### config.mk
export PLATFORM = sky130hd
export DESIGN_NAME = sr_cmd_driver
export DESIGN_NICKNAME = d
export VERILOG_FILES = /design/src/rtl/sr_cmd_pkg.sv /design/src/rtl/sr_cmd_fifo.sv /design/src/rtl/sr_cmd_driver.sv
export SDC_FILE = /design/constraint.sdc
export NUM_CORES = 1
export LEC_CHECK = 0
export CORE_ASPECT_RATIO = 1.25
export CORE_MARGIN = 2
export CORE_UTILIZATION = 55
export DETAILED_ROUTE_END_ITERATION = 7
export PLACE_DENSITY = 0.81
export SETUP_SLACK_MARGIN = 0.3
export SKIP_LAST_GASP = 1
export SLEW_MARGIN = 20
export SYNTH_ARGS = -nofsm -noshare
export SYNTH_HDL_FRONTEND = slang
export SYNTH_HIERARCHICAL = 1
export SYNTH_SLANG_ARGS = --single-unit
### constraint.sdc
create_clock -name clk -period 5.9 [get_ports clk]
set_input_delay 1.18 -clock clk [delete_from_list [all_inputs] [get_ports clk]]
set_output_delay 1.18 -clock clk [all_outputs]
set_load 0.1 [all_outputs]
### src/rtl/sr_cmd_pkg.sv
// Shared encodings for the SR flip-flop command driver: op codes, FSM states
// and sticky error bit positions.
package sr_cmd_pkg;

    localparam logic [1:0] OP_NOP    = 2'b00;
    localparam logic [1:0] OP_CLR    = 2'b01;
    localparam logic [1:0] OP_SET    = 2'b10;
    localparam logic [1:0] OP_TOGGLE = 2'b11;

    typedef enum logic [1:0] {
        IDLE  = 2'd0,
        DRIVE = 2'd1,
        CHECK = 2'd2
    } state_t;

    localparam int ERR_MISMATCH = 0;
    localparam int ERR_TOGGLE   = 1;

endpackage

### src/rtl/sr_cmd_fifo.sv
// Small synchronous command FIFO; pointers carry one extra wrap bit so that
// full and empty are told apart without a separate occupancy counter.
module sr_cmd_fifo #(
    parameter int DEPTH = 4
) (
    input  logic       clk,
    input  logic       rst_n,
    input  logic       push,
    input  logic       pop,
    input  logic [1:0] wdata,
    output logic [1:0] rdata,
    output logic       full,
    output logic       empty
);

    localparam int AW = $clog2(DEPTH);

    logic [AW:0] wptr;
    logic [AW:0] rptr;
    logic [1:0]  mem [DEPTH];

    logic do_push;
    logic do_pop;

    assign do_push = push && !full;
    assign do_pop  = pop && !empty;

    always_ff @(posedge clk or negedge rst_n) begin
        if (!rst_n) begin
            wptr <= '0;
            rptr <= '0;
        end else begin
            if (do_push) wptr <= wptr + (AW+1)'(1);
            if (do_pop)  rptr <= rptr + (AW+1)'(1);
        end
    end

    always_ff @(posedge clk) begin
        if (do_push) mem[wptr[AW-1:0]] <= wdata;
    end

    assign rdata = mem[rptr[AW-1:0]];
    assign empty = (wptr == rptr);
    assign full  = (wptr[AW] != rptr[AW]) && (wptr[AW-1:0] == rptr[AW-1:0]);

endmodule

### src/rtl/sr_cmd_driver.sv
// Turns queued set/clear/toggle/no-op requests into one-cycle, never-overlapping
// S/R pulses and confirms each write by reading Q back one cycle later.
module sr_cmd_driver
    import sr_cmd_pkg::*;
#(
    parameter int DEPTH = 4,
    parameter int CNT_W = 8
) (
    input  logic             clk,
    input  logic             rst_n,
    input  logic             in_valid,
    output logic             in_ready,
    input  logic [1:0]       in_op,
    output logic             s_out,
    output logic             r_out,
    input  logic             q_fb,
    output logic             busy,
    output logic [1:0]       err,
    input  logic             err_clr,
    output logic [CNT_W-1:0] done_cnt,
    output state_t           state
);

    localparam logic [CNT_W-1:0] CNT_ONE = CNT_W'(1);

    logic       full;
    logic       empty;
    logic       push;
    logic       pop;
    logic [1:0] head;
    logic       exp_q;
    logic       q_known;
    logic [1:0] err_set;

    // Valid/ready: a command transfers on a rising edge where in_valid and
    // in_ready are both high; in_ready depends only on registered FIFO state.
    assign in_ready = !full;
    assign push     = in_valid && in_ready;
    assign pop      = (state == IDLE) && !empty;
    assign busy     = (state != IDLE) || !empty;

    sr_cmd_fifo #(.DEPTH(DEPTH)) u_fifo (
        .clk   (clk),
        .rst_n (rst_n),
        .push  (push),
        .pop   (pop),
        .wdata (in_op),
        .rdata (head),
        .full  (full),
        .empty (empty)
    );

    always_comb begin
        err_set = 2'b00;
        if (pop && head == OP_TOGGLE && !q_known) err_set[ERR_TOGGLE] = 1'b1;
        if (state == CHECK && q_fb != exp_q)       err_set[ERR_MISMATCH] = 1'b1;
    end

    always_ff @(posedge clk or negedge rst_n) begin
        if (!rst_n) begin
            state    <= IDLE;
            s_out    <= 1'b0;
            r_out    <= 1'b0;
            exp_q    <= 1'b0;
            q_known  <= 1'b0;
            err      <= 2'b00;
            done_cnt <= '0;
        end else begin
            // A new error in the same cycle as err_clr still lands.
            err   <= (err & ~{2{err_clr}}) | err_set;
            s_out <= 1'b0;
            r_out <= 1'b0;
            case (state)
                IDLE: begin
                    if (!empty) begin
                        case (head)
                            OP_NOP: done_cnt <= done_cnt + CNT_ONE;
                            OP_SET: begin
                                s_out <= 1'b1;
                                exp_q <= 1'b1;
                                state <= DRIVE;
                            end
                            OP_CLR: begin
                                r_out <= 1'b1;
                                exp_q <= 1'b0;
                                state <= DRIVE;
                            end
                            default: begin
                                if (q_known) begin
                                    s_out <= ~q_fb;
                                    r_out <= q_fb;
                                    exp_q <= ~q_fb;
                                    state <= DRIVE;
                                end else begin
                                    done_cnt <= done_cnt + CNT_ONE;
                                end
                            end
                        endcase
                    end
                end
                DRIVE: state <= CHECK;
                CHECK: begin
                    if (q_fb == exp_q) q_known <= 1'b1;
                    done_cnt <= done_cnt + CNT_ONE;
                    state    <= IDLE;
                end
                default: state <= IDLE;
            endcase
        end
    end

endmodule

# Word level (Yosys, flattened, before mapping)
# Memory sizes are Yosys's and may differ from the RTL's.
# Cells that the tools add are included.
# W data, S select, Z words.
[word_totals]
output_inout_bits = 16
memories = 1
ramBits = 8
word_cells = 80
inputBits = 7
mem_bits_ro = 0
register_bits = 22
latch_bits = 0
[op_classes]
mux = 22
add_sub_neg = 3
mul = 0
order_cmp = 0
div = 0
eq_ne = 15
n_bitwise = 6
n_reduce_logical = 24
shifts = 0
[mem_list]
columns = ["memory", "depth", "width", "rd", "rd_ports_with_merged_regs", "wr", "line_no", "rtl"]
rows = [
  ["u_fifo.mem", 4, 2, 1, 0, 1, "sr_cmd_fifo.sv:20", "logic [1:0] mem [DEPTH];"],
]
[op_table]
columns = ["cell", "n"]
rows = [
  ["$pmux W8 S2", 2],
  ["$mux W8", 2],
  ["$mux W1", 11],
  ["$add A8 B1 Y8 const B", 1],
  ["$logic_and A1 B1 Y1", 8],
  ["$pmux W2 S2", 2],
  ["$reduce_and A4 Y1", 2],
  ["$add A3 B1 Y3 const B", 2],
  ["$eq A2 B2 Y1 const B", 3],
  ["$ne A2 B2 Y1 const B", 3],
  ["$reduce_or A2 Y1", 3],
  ["$eq A2 B1 Y1 const B", 2],
  ["$logic_not A2 Y1", 2],
  ["$mux W2", 2],
  ["$pmux W1 S2", 2],
  ["$reduce_bool A2 Y1", 2],
  ["$eq A3 B3 Y1", 1],
  ["$logic_not A1 Y1", 3],
  ["$ne A3 B2 Y1 const B", 1],
  ["$ne A3 B3 Y1 const B", 1],
  ["$not A1 Y1", 3],
  ["$pmux W1 S3", 1],
  ["$reduce_and A3 Y1", 1],
  ["$reduce_bool A3 Y1", 1],
  ["other kinds (8)", 9],
]

# Depth between registers and ports, before layout
# Gate-level depths: netlist of run 1.
[depth]
depth_word = 7
mapped_depth = 9
mapped_depth_nobuf = 7

# By module
# Netlist of run 1, hierarchy kept.
[by_module_without_submodules]
columns = ["module", "cells_per_inst", "seq_area_each_um2", "area_each_um2", "n_inst"]
rows = [
  ["sr_cmd_driver", 77, 400.4, 828.3, 1],
  ["sr_cmd_fifo", 60, 390.4, 799.5, 1],
]

# Worst setup path after synthesis of run 1
# OpenSTA, ideal clock, no wires.
[synth_path]
path_type = "register to output"
start = "reg state[0]"
end = "out busy"
n_path_buf = 1
t_arrival_ns = 1.945
path_slack_ns = 2.775
required_ns = 4.720
path_stages_with_launch = 4
cell_sequence = "dfrtp_1 buf_6 inv_1 nand3_1"
[synth_via]
elab_chain_cells = 2
[synth_lines]
columns = ["element", "line_no", "rtl"]
rows = [
  ["start, declared", "sr_cmd_driver.sv:21", "output state_t state"],
  ["start signal, assigned", "sr_cmd_driver.sv:61", "state <= IDLE;"],
  ["start signal, assigned", "sr_cmd_driver.sv:81", "state <= DRIVE;"],
  ["start signal, assigned", "sr_cmd_driver.sv:86", "state <= DRIVE;"],
  ["$reduce_bool A2 Y1", "sr_cmd_driver.sv:40", "assign busy = (state != IDLE) || !empty;"],
  ["$logic_or A1 B1 Y1", "sr_cmd_driver.sv:40", ""],
  ["end, declared", "sr_cmd_driver.sv:17", "output logic busy,"],
]
# No other way between the ends.

# Worst setup path after layout of run 1
[layout_path]
start = "reg u_fifo.rptr[1]"
end = "out in_ready"
[layout_via]
elab_chain_cells = 3
[layout_lines]
columns = ["element", "line_no", "rtl"]
rows = [
  ["start, declared", "sr_cmd_fifo.sv:19", "logic [AW:0] rptr;"],
  ["start signal, assigned", "sr_cmd_fifo.sv:34", "if (do_pop) rptr <= rptr + (AW+1)'(1);"],
  ["$eq A2 B2 Y1", "sr_cmd_fifo.sv:44", "assign full = (wptr[AW] != rptr[AW]) && (wptr[AW-1:0] == rptr[AW-1:0]);"],
  ["$logic_and A1 B1 Y1", "sr_cmd_fifo.sv:44", ""],
  ["net full", "sr_cmd_driver.sv:26", "logic full;"],
  ["$logic_not A1 Y1", "sr_cmd_driver.sv:37", "assign in_ready = !full;"],
  ["end, declared", "sr_cmd_driver.sv:12", "output logic in_ready,"],
]
# The timed path passes the listed nets, and every way through them passes these cells.

==> results_dict.tcl, run 1 <==
set metrics [dict create \
    outcome "finished clean" \
    routed_via_density 5.46 \
    drive_gt1_share_pct 11.0 \
    critPathKind "reg2out" \
    io_buffers 22 \
    final_util_pct 66.1 \
    hp-class "reg2reg" \
    area_growth_pct 17.4 \
    cts-htree-levels 2 \
    postCtsSetupBuffers 0 \
    ys_seq_area_share_pct 48.6 \
    final-seq-area_um2 791 \
    worst-path-max-fanout 8 \
    grt_max_degree 23 \
    rsz0062_at_grt "no" \
    worst_slew_pin_slew_ps 966 \
    cap_violations 0 \
    cts_root_buf "clkbuf_4" \
    groute.layer.met3.usage_pct 7.60 \
    dp_hpwl_mm 2.10 \
    worst_setup_path_start_kind "flop" \
    synth_nets 155 \
    clk_pin_slew_ps 90 \
    cts_buffer_depth 2 \
    multi_input_area_um2 758 \
    syn_area_per_cell_um2 11.9 \
    cts_buffers 5 \
    hold_ws_ps 475 \
    fin_crit_sh_pct 63.9 \
    initial_core_util_pct 56.3 \
    final_common_cell "dfrtp_1" \
    max_freq_ghz 0.265 \
    crit_path_end_kind "output port" \
    pre_cts_slack_ps 2490 \
    grt_antenna_before_repair 0 \
    hold_viol 0 \
    gr-usage-met2_pct 32.5 \
    clock-skew-final_ps 9.97 \
    grt_pass1_wl_mm 4.93 \
    vias 1086 \
    finalCriticalPeriod_ps 3770 \
    ys_ff_latch 30 \
    cts_hold_buf 0 \
    grt_util_met1_pct 23.7 \
    synth_edf_count 8 \
    async_flop_share_pct 73.3 \
    fin_ws_ps 2130 \
    core_um2 2890 \
    synth_flop_cell "dfrtp_1" \
    synthTopCellsByArea "dfrtp_1 (34%), edfxtp_1 (15%), ha_1 (8.5%)" \
    postSynthCellCount 137 \
    top_usage_layer "met2" \
    wire_per_inst_um 14.2 \
    finalSetupTns_ps 0 \
    synth_top_area_share_pct 33.8 \
    synthDistinctLibCells 38 \
    drt_wl_total_mm 2.82 \
    first_pass_iters 6 \
    relSlewSlack_pct 35.4 \
    maxSlewViolCount 0 \
    gp_congestion 0.899 \
    post_cts_resize_count 0 \
    setup_viol 0 \
    drtIter0Drc 22 \
    layout_common_cells "dfrtp_1 (22), clkdlybuf4s50_1 (21), inv_1 (14), ha_1 (11), xor2_1 (9)" \
    nets 180 \
    grt-ovfl-total 0 \
    die_width_um 52.7 \
    antenna_left 0 \
    die_area_um2 3410 \
    rows 22 \
    cts_tree "yes" \
    io_pins 23 \
    die-height_um 64.8 \
    clock_latency_ps 320 \
    ys.warnings.count 6 \
    syn_area_um2 1630 \
    drc 0 \
    regToRegSetupSlack_ps 3440 \
    grt_pass1_vias 1102 \
    crit_arrival_ps 2590 \
    critical_path_required_ps 4720 \
    numClockSinks 30 \
    track_usage_pct 20.2 \
    synth_top_area_cell "dfrtp_1" \
    nFillCells 233 \
    diodes 0 \
]
==> per-stage QoR <==
step / cells / cell area (µm²)
3_3_place_gp: 191 / 1870
6_report: 199 / 1910
2_1_floorplan: 137 / 1630
3_5_place_dp: 191 / 1870
4_1_cts: 199 / 1920
5_1_grt: 199 / 1910
==> critical path, stage by stage (launching register included) <==
cell and delay, ps:
dfrtp_1 510, xnor2_1 490, nand3_2 170, inv_1 100, inv_1 40, clkdlybuf4s50_1 950
==> cell type report <==
class                   instances  area share (%)
clock buffers                   8            2.55
multi-input cells              89            39.7
repair buffers                 22            11.3
well taps                      36            2.36
flip-flops and latches         30            41.4
inverters                      14            2.75
==> path summary, 6_finish.rpt <==
path                                start             end  depth (start not counted)
max in group asynchronous           rst_n  u_fifo/wptr[2]                          1
setup / recovery           u_fifo/rptr[1]        in_ready                          5
hold / removal                done_cnt[7]     done_cnt[7]                          1
hold reg to reg               done_cnt[7]     done_cnt[7]                          1
min in group asynchronous           rst_n           s_out                          1
setup reg to reg           u_fifo/rptr[0]     done_cnt[1]                          7
==> cells in the mapped netlist (3+ instances only) <==
| master | instances |
|---|---|
| buf_2 | 3 |
| ha_1 | 11 |
| dfrtp_1 | 22 |
| a21oi_1 | 6 |
| o31ai_1 | 4 |
| xor2_1 | 9 |
| nor2_1 | 5 |
| and3_1 | 3 |
| edfxtp_1 | 8 |
| nand3_1 | 6 |
| nand2b_1 | 5 |
| inv_1 | 14 |
| xnor2_1 | 5 |
| nor3_1 | 4 |
==> kinds of logic (layout without fill, tap and decap cells) <==
family,after synthesis,after routing,synth area share (%)
compound gates,19,19,9.53
xor+xnor,17,17,10.5
fa+ha+maj,11,11,8.45
buf+inv,18,44,4.84
flops,30,30,48.6
mux,5,5,4.77
simple gates,37,37,13.3
==> routing by layer <==
metal	vias to the layer above	part of all wire, %
met5	-	0
met4	0	1.2
met3	4	5.0
met2	31	52
met1	521	42
li1	530	-
==> flip-flops by register name, indices dropped and copies added, names as in the netlist <==
name         cells
err              2
exp_q            1
s_out            1
state            2
u_fifo/mem       8
u_fifo/rptr      3
r_out            1
u_fifo/wptr      3
q_known          1
done_cnt         8
Power of run 1 is left out: the tool's default activity adds up to more than one toggle a clock period on the data nets, which glitch-free logic cannot reach.
==> inputs of run 2 (changes only) <==
--- a/config.mk
+++ b/config.mk
@@ -7,9 +7,9 @@
 export LEC_CHECK = 0
 export CORE_ASPECT_RATIO = 1.25
 export CORE_MARGIN = 2
-export CORE_UTILIZATION = 55
+export CORE_UTILIZATION = 48
 export DETAILED_ROUTE_END_ITERATION = 7
-export PLACE_DENSITY = 0.81
+export PLACE_DENSITY = 0.75
 export SETUP_SLACK_MARGIN = 0.3
 export SKIP_LAST_GASP = 1
 export SLEW_MARGIN = 20
==> constraint.sdc (replaced) <==
create_clock -name clk -period 3.4 [get_ports clk]
set_input_delay 0.68 -clock clk [delete_from_list [all_inputs] [get_ports clk]]
set_output_delay 0.68 -clock clk [all_outputs]
set_load 0.1 [all_outputs]
==> run 2 against run 1 <==
Compared with the run above:
- via count decreased by 0.92%
- wire length up 1.7%
- register-to-register slack worse by 2500 ps
- clock-buffer cell count shrank 2
- first-iteration DRC count grew 82%
- sequential share of layout area decreased by 0.081 points
- clock skew fell by 5.7 ps
- utilization is 6.7 points lower
- global-route usage decreased by 3.2 points
- sequential cell count is the same
- die area increased by 14%
- critical path type unchanged
==> results_dict.tcl, run 2 (same netlist as run 1, synthesis figures left out) <==
set metrics [dict create \
    io_pins 23 \
    cts_root_buf "clkbuf_8" \
    layout_common_cells "dfrtp_1 (22), inv_1 (14), buf_4 (12), ha_1 (11)" \
    dp_hpwl_mm 2.18 \
    nets 180 \
    die_area_um2 3880 \
    slowest_stage "dfrtp_1" \
    fin_crit_sh_pct 74.0 \
    clock-skew-final_ps 4.28 \
    routed_via_density 5.38 \
    gp_congestion 0.846 \
    maxSlewViolCount 0 \
    rsz0062_at_grt "no" \
    cp_slowest_stage_delay_ps 500 \
    clock_latency_ps 280 \
    wire_per_inst_um 14.3 \
    regToRegSetupSlack_ps 920 \
    critical_path_required_ps 2720 \
    core_um2 3220 \
    worst_slew_pin_slew_ps 969 \
    hp-class "in2async" \
    cts_buffers 5 \
    crit_arrival_ps 1840 \
    hold_viol 0 \
    finalCriticalPeriod_ps 2520 \
    grt_pass1_wl_mm 5.11 \
    relSlewSlack_pct 35.2 \
    diodes 0 \
    cts-htree-levels 2 \
    io_buffers 22 \
    antenna_left 0 \
    grt_max_degree 23 \
    drtIter0Drc 40 \
    cp_cell_sequence "xor2_2 > nor3_1 > nand3_1 > buf_4" \
    first_pass_iters 4 \
    cts_buffer_depth 2 \
    initial_core_util_pct 50.5 \
    final_common_cell "dfrtp_1" \
    r2r-start "u_fifo/rptr[0]" \
    vias 1076 \
    grt_pass1_vias 1096 \
    numClockSinks 30 \
    rows 23 \
    die-height_um 69.1 \
    drive_gt1_share_pct 19.0 \
    nFillCells 283 \
    worst_setup_path_start_kind "flop" \
    r2r-end "done_cnt[6]" \
    cts_tree "yes" \
    crit_path_end_kind "output port" \
    grt-ovfl-total 0 \
    area_growth_pct 17.6 \
    worst-path-max-fanout 6 \
    reg2reg_depth 7 \
    outcome "finished clean" \
    post_cts_resize_count 0 \
    drt_wl_total_mm 2.86 \
    die_width_um 56.1 \
    setup_viol 0 \
    critPathKind "reg2out" \
    drc 0 \
    grt_antenna_before_repair 0 \
    cap_violations 0 \
    finalSetupTns_ps 0 \
    track_usage_pct 17.0 \
    postCtsSetupBuffers 0 \
    cts_hold_buf 0 \
    max_freq_ghz 0.397 \
    clk_pin_slew_ps 60 \
]
==> run 2: worst max path at each step <==
stage | start | endpoint | slack, ps | cells after the start
finish | u_fifo/wptr[0] | busy | 880 | 4
global route | u_fifo/wptr[0] | busy | 740 | 4
CTS | u_fifo/wptr[0] | busy | 870 | 4
floorplan | state[0] | busy | 780 | 3
detailed placement | u_fifo/rptr[0] | done_cnt[6] | 960 | 7
global placement | u_fifo/rptr[0] | done_cnt[6] | 1020 | 7
==> run 2: per-stage QoR <==
stage	utilization, %	setup slack, ps	cell area (µm²)	hold slack [ps]	cells
floorplan	-	775	1630	384	137
global placement	57.0	1020	1840	466	192
detailed placement	57.0	956	1840	479	192
CTS	59.5	867	1920	491	200
global route	59.4	738	1910	390	200
finish	59.4	884	1910	357	200
==> run 2: cell type report <==
type	count	area, µm²	area share [%]
flip-flops and latches	30	791	41.3
multi-input cells	89	758	39.6
repair buffers	22	185	9.67
clock buffers	6	72.6	3.79
inverters	14	52.6	2.75
well taps	37	46.3	2.42
clock inverters	2	8.76	0.458
==> run 2: per-layer routing <==
layer	part of all wire [%]	GRT usage (%)	wire, µm
met1	43	21.9	1240
met2	50	26.3	1440
met3	4.3	5.63	123
met4	2.0	7.14	58
met5	0	0	0
==> run 2: critical path: cells and delay by family (launching register included) <==
kind / cells / cell delay, ps
AND/OR/NAND/NOR: 2 / 550
flip-flops: 1 / 500
buffers and inverters: 1 / 260
XOR/XNOR: 1 / 250
Power of run 2 is left out for the same reason.
==> inputs of run 3 (changes only) <==
--- a/config.mk
+++ b/config.mk
@@ -7,9 +7,9 @@
 export LEC_CHECK = 0
 export CORE_ASPECT_RATIO = 1.25
 export CORE_MARGIN = 2
-export CORE_UTILIZATION = 48
+export CORE_UTILIZATION = 54
 export DETAILED_ROUTE_END_ITERATION = 7
-export PLACE_DENSITY = 0.75
+export PLACE_DENSITY = 0.8
 export SETUP_SLACK_MARGIN = 0.3
 export SKIP_LAST_GASP = 1
 export SLEW_MARGIN = 20
==> constraint.sdc (replaced) <==
create_clock -name clk -period 2.6 [get_ports clk]
set_input_delay 0.52 -clock clk [delete_from_list [all_inputs] [get_ports clk]]
set_output_delay 0.52 -clock clk [all_outputs]
set_load 0.1 [all_outputs]
==> run 3 against run 2 <==
Compared with the run above:
- sequential cell count stayed put
- wire length increased by 6.7%
- sequential share of layout area fell by 2.9 points
==> results_dict.tcl, run 3 (same netlist as run 1, synthesis figures left out) <==
set metrics [dict create \
    track_usage_pct 19.4 \
    drive_gt1_share_pct 35.4 \
    worst-path-max-fanout 7 \
    crit_arrival_ps 2470 \
    vias 1149 \
    cts_root_buf "clkbuf_4" \
    multi_input_area_um2 861 \
    drc 0 \
    rsz0062_at_grt "no" \
    finalSetupTns_ps 0 \
    die-height_um 65.4 \
    diodes 0 \
    first_pass_iters 4 \
    grt_pass1_wl_mm 4.88 \
    hold_ws_ps 492 \
    place_area_um2 1840 \
    critPathKind "reg2reg" \
    cts_buffer_depth 2 \
    critical_path_buf_inv_count 1 \
    cts_hold_buf 0 \
    grt_antenna_before_repair 0 \
    worst_slew_pin_slew_ps 410 \
    final_cell_area_um2 2080 \
    crit_family "multiplexers" \
    area_growth_pct 27.8 \
    dp_hpwl_mm 2.13 \
    drtIter0Drc 27 \
    fin_ws_ps 376 \
    setup_viol 0 \
    finalCriticalPeriod_ps 2220 \
    slowest_stage "mux4_2" \
    initial_core_util_pct 55.8 \
    nFillCells 228 \
    antenna_left 0 \
    die_width_um 53.1 \
    crit_path_end_kind "flop" \
    cts_buffers 5 \
    worst_setup_path_start_kind "flop" \
    pre_cts_slack_ps 158 \
    final-seq-area_um2 798 \
    clock-skew-final_ps 9.81 \
    cap_violations 0 \
    wire_per_inst_um 14.5 \
    grt-ovfl-total 0 \
    io_buffers 22 \
    cts_tree "yes" \
    gp_congestion 0.763 \
    fin_crit_sh_pct 85.5 \
    final_common_cell "buf_4" \
    critical_path_required_ps 2840 \
    routed_via_density 5.45 \
    core_um2 2920 \
    clock_latency_ps 330 \
    hold_viol 0 \
    cp_slowest_stage_delay_ps 550 \
    cts-htree-levels 2 \
    rows 22 \
    outcome "finished clean" \
    grt_pass1_vias 1113 \
    die_area_um2 3470 \
    relSlewSlack_pct 72.6 \
    maxSlewViolCount 0 \
    max_freq_ghz 0.450 \
    hp-class "reg2reg" \
    grt_max_degree 23 \
    nets 192 \
    io_pins 23 \
    clk_pin_slew_ps 90 \
    numClockSinks 30 \
    drt_wl_total_mm 3.06 \
    cp_cell_sequence "mux4_2 > inv_1 > ha_1 > nor2_2 > a21oi_4 > nor4_2 > xor2_1" \
    layout_common_cells "buf_4 (27), dfrtp_1 (16), inv_1 (14), ha_1 (11)" \
]
## run 3: final cells by class
type / count / area share (%)
Clock inverter: 2 / 0.421
Multi-Input combinational cell: 89 / 41.4
Sequential cell: 30 / 38.4
Inverter: 14 / 2.53
Tap cell: 36 / 2.16
Timing Repair Buffer: 34 / 13.2
Clock buffer: 6 / 1.98
## run 3: final timing paths
path                                start        endpoint  slack, ps  depth (start not counted)
hold / removal                done_cnt[5]     done_cnt[5]        490                          1
setup / recovery           u_fifo/rptr[0]     done_cnt[7]        380                          7
max in group asynchronous           rst_n  u_fifo/rptr[0]       1810                          2
setup reg to reg           u_fifo/rptr[0]     done_cnt[7]        380                          7
min in group asynchronous           rst_n     done_cnt[6]        540                          2
hold reg to reg               done_cnt[5]     done_cnt[5]        490                          1
## run 3: repair_timing
item,in CTS,in global routing
endpoints found under the setup margin,8,10
buffers inserted,2,9
pin swaps,1,3
resized for setup,5,15
## run 3: worst reg2reg max path, delay by kind of cell (launching register included)
family | cells | cell delay [ps]
flops | 1 | 430
simple gates | 2 | 480
compound gates | 1 | 120
mux | 1 | 550
fa+ha+maj | 1 | 280
buf+inv | 1 | 100
xor+xnor | 1 | 190
## run 3: per-layer routing
layer / track usage, % / vias up / wire length, µm
li1: - / 551 / -
met1: 23.1 / 563 / 1250
met2: 32.5 / 29 / 1620
met3: 6.14 / 6 / 132
met4: 6.73 / 0 / 44
met5: 0 / - / 0
## run 3: through the flow
| stage | util [%] | cells |
|---|---|---|
| after floorplan | - | 137 |
| after global placement | 63.1 | 192 |
| after detailed placement | 63.1 | 192 |
| after CTS | 66.6 | 202 |
| after global routing | 71.3 | 211 |
| final | 71.3 | 211 |
Power of run 3 is left out for the same reason.
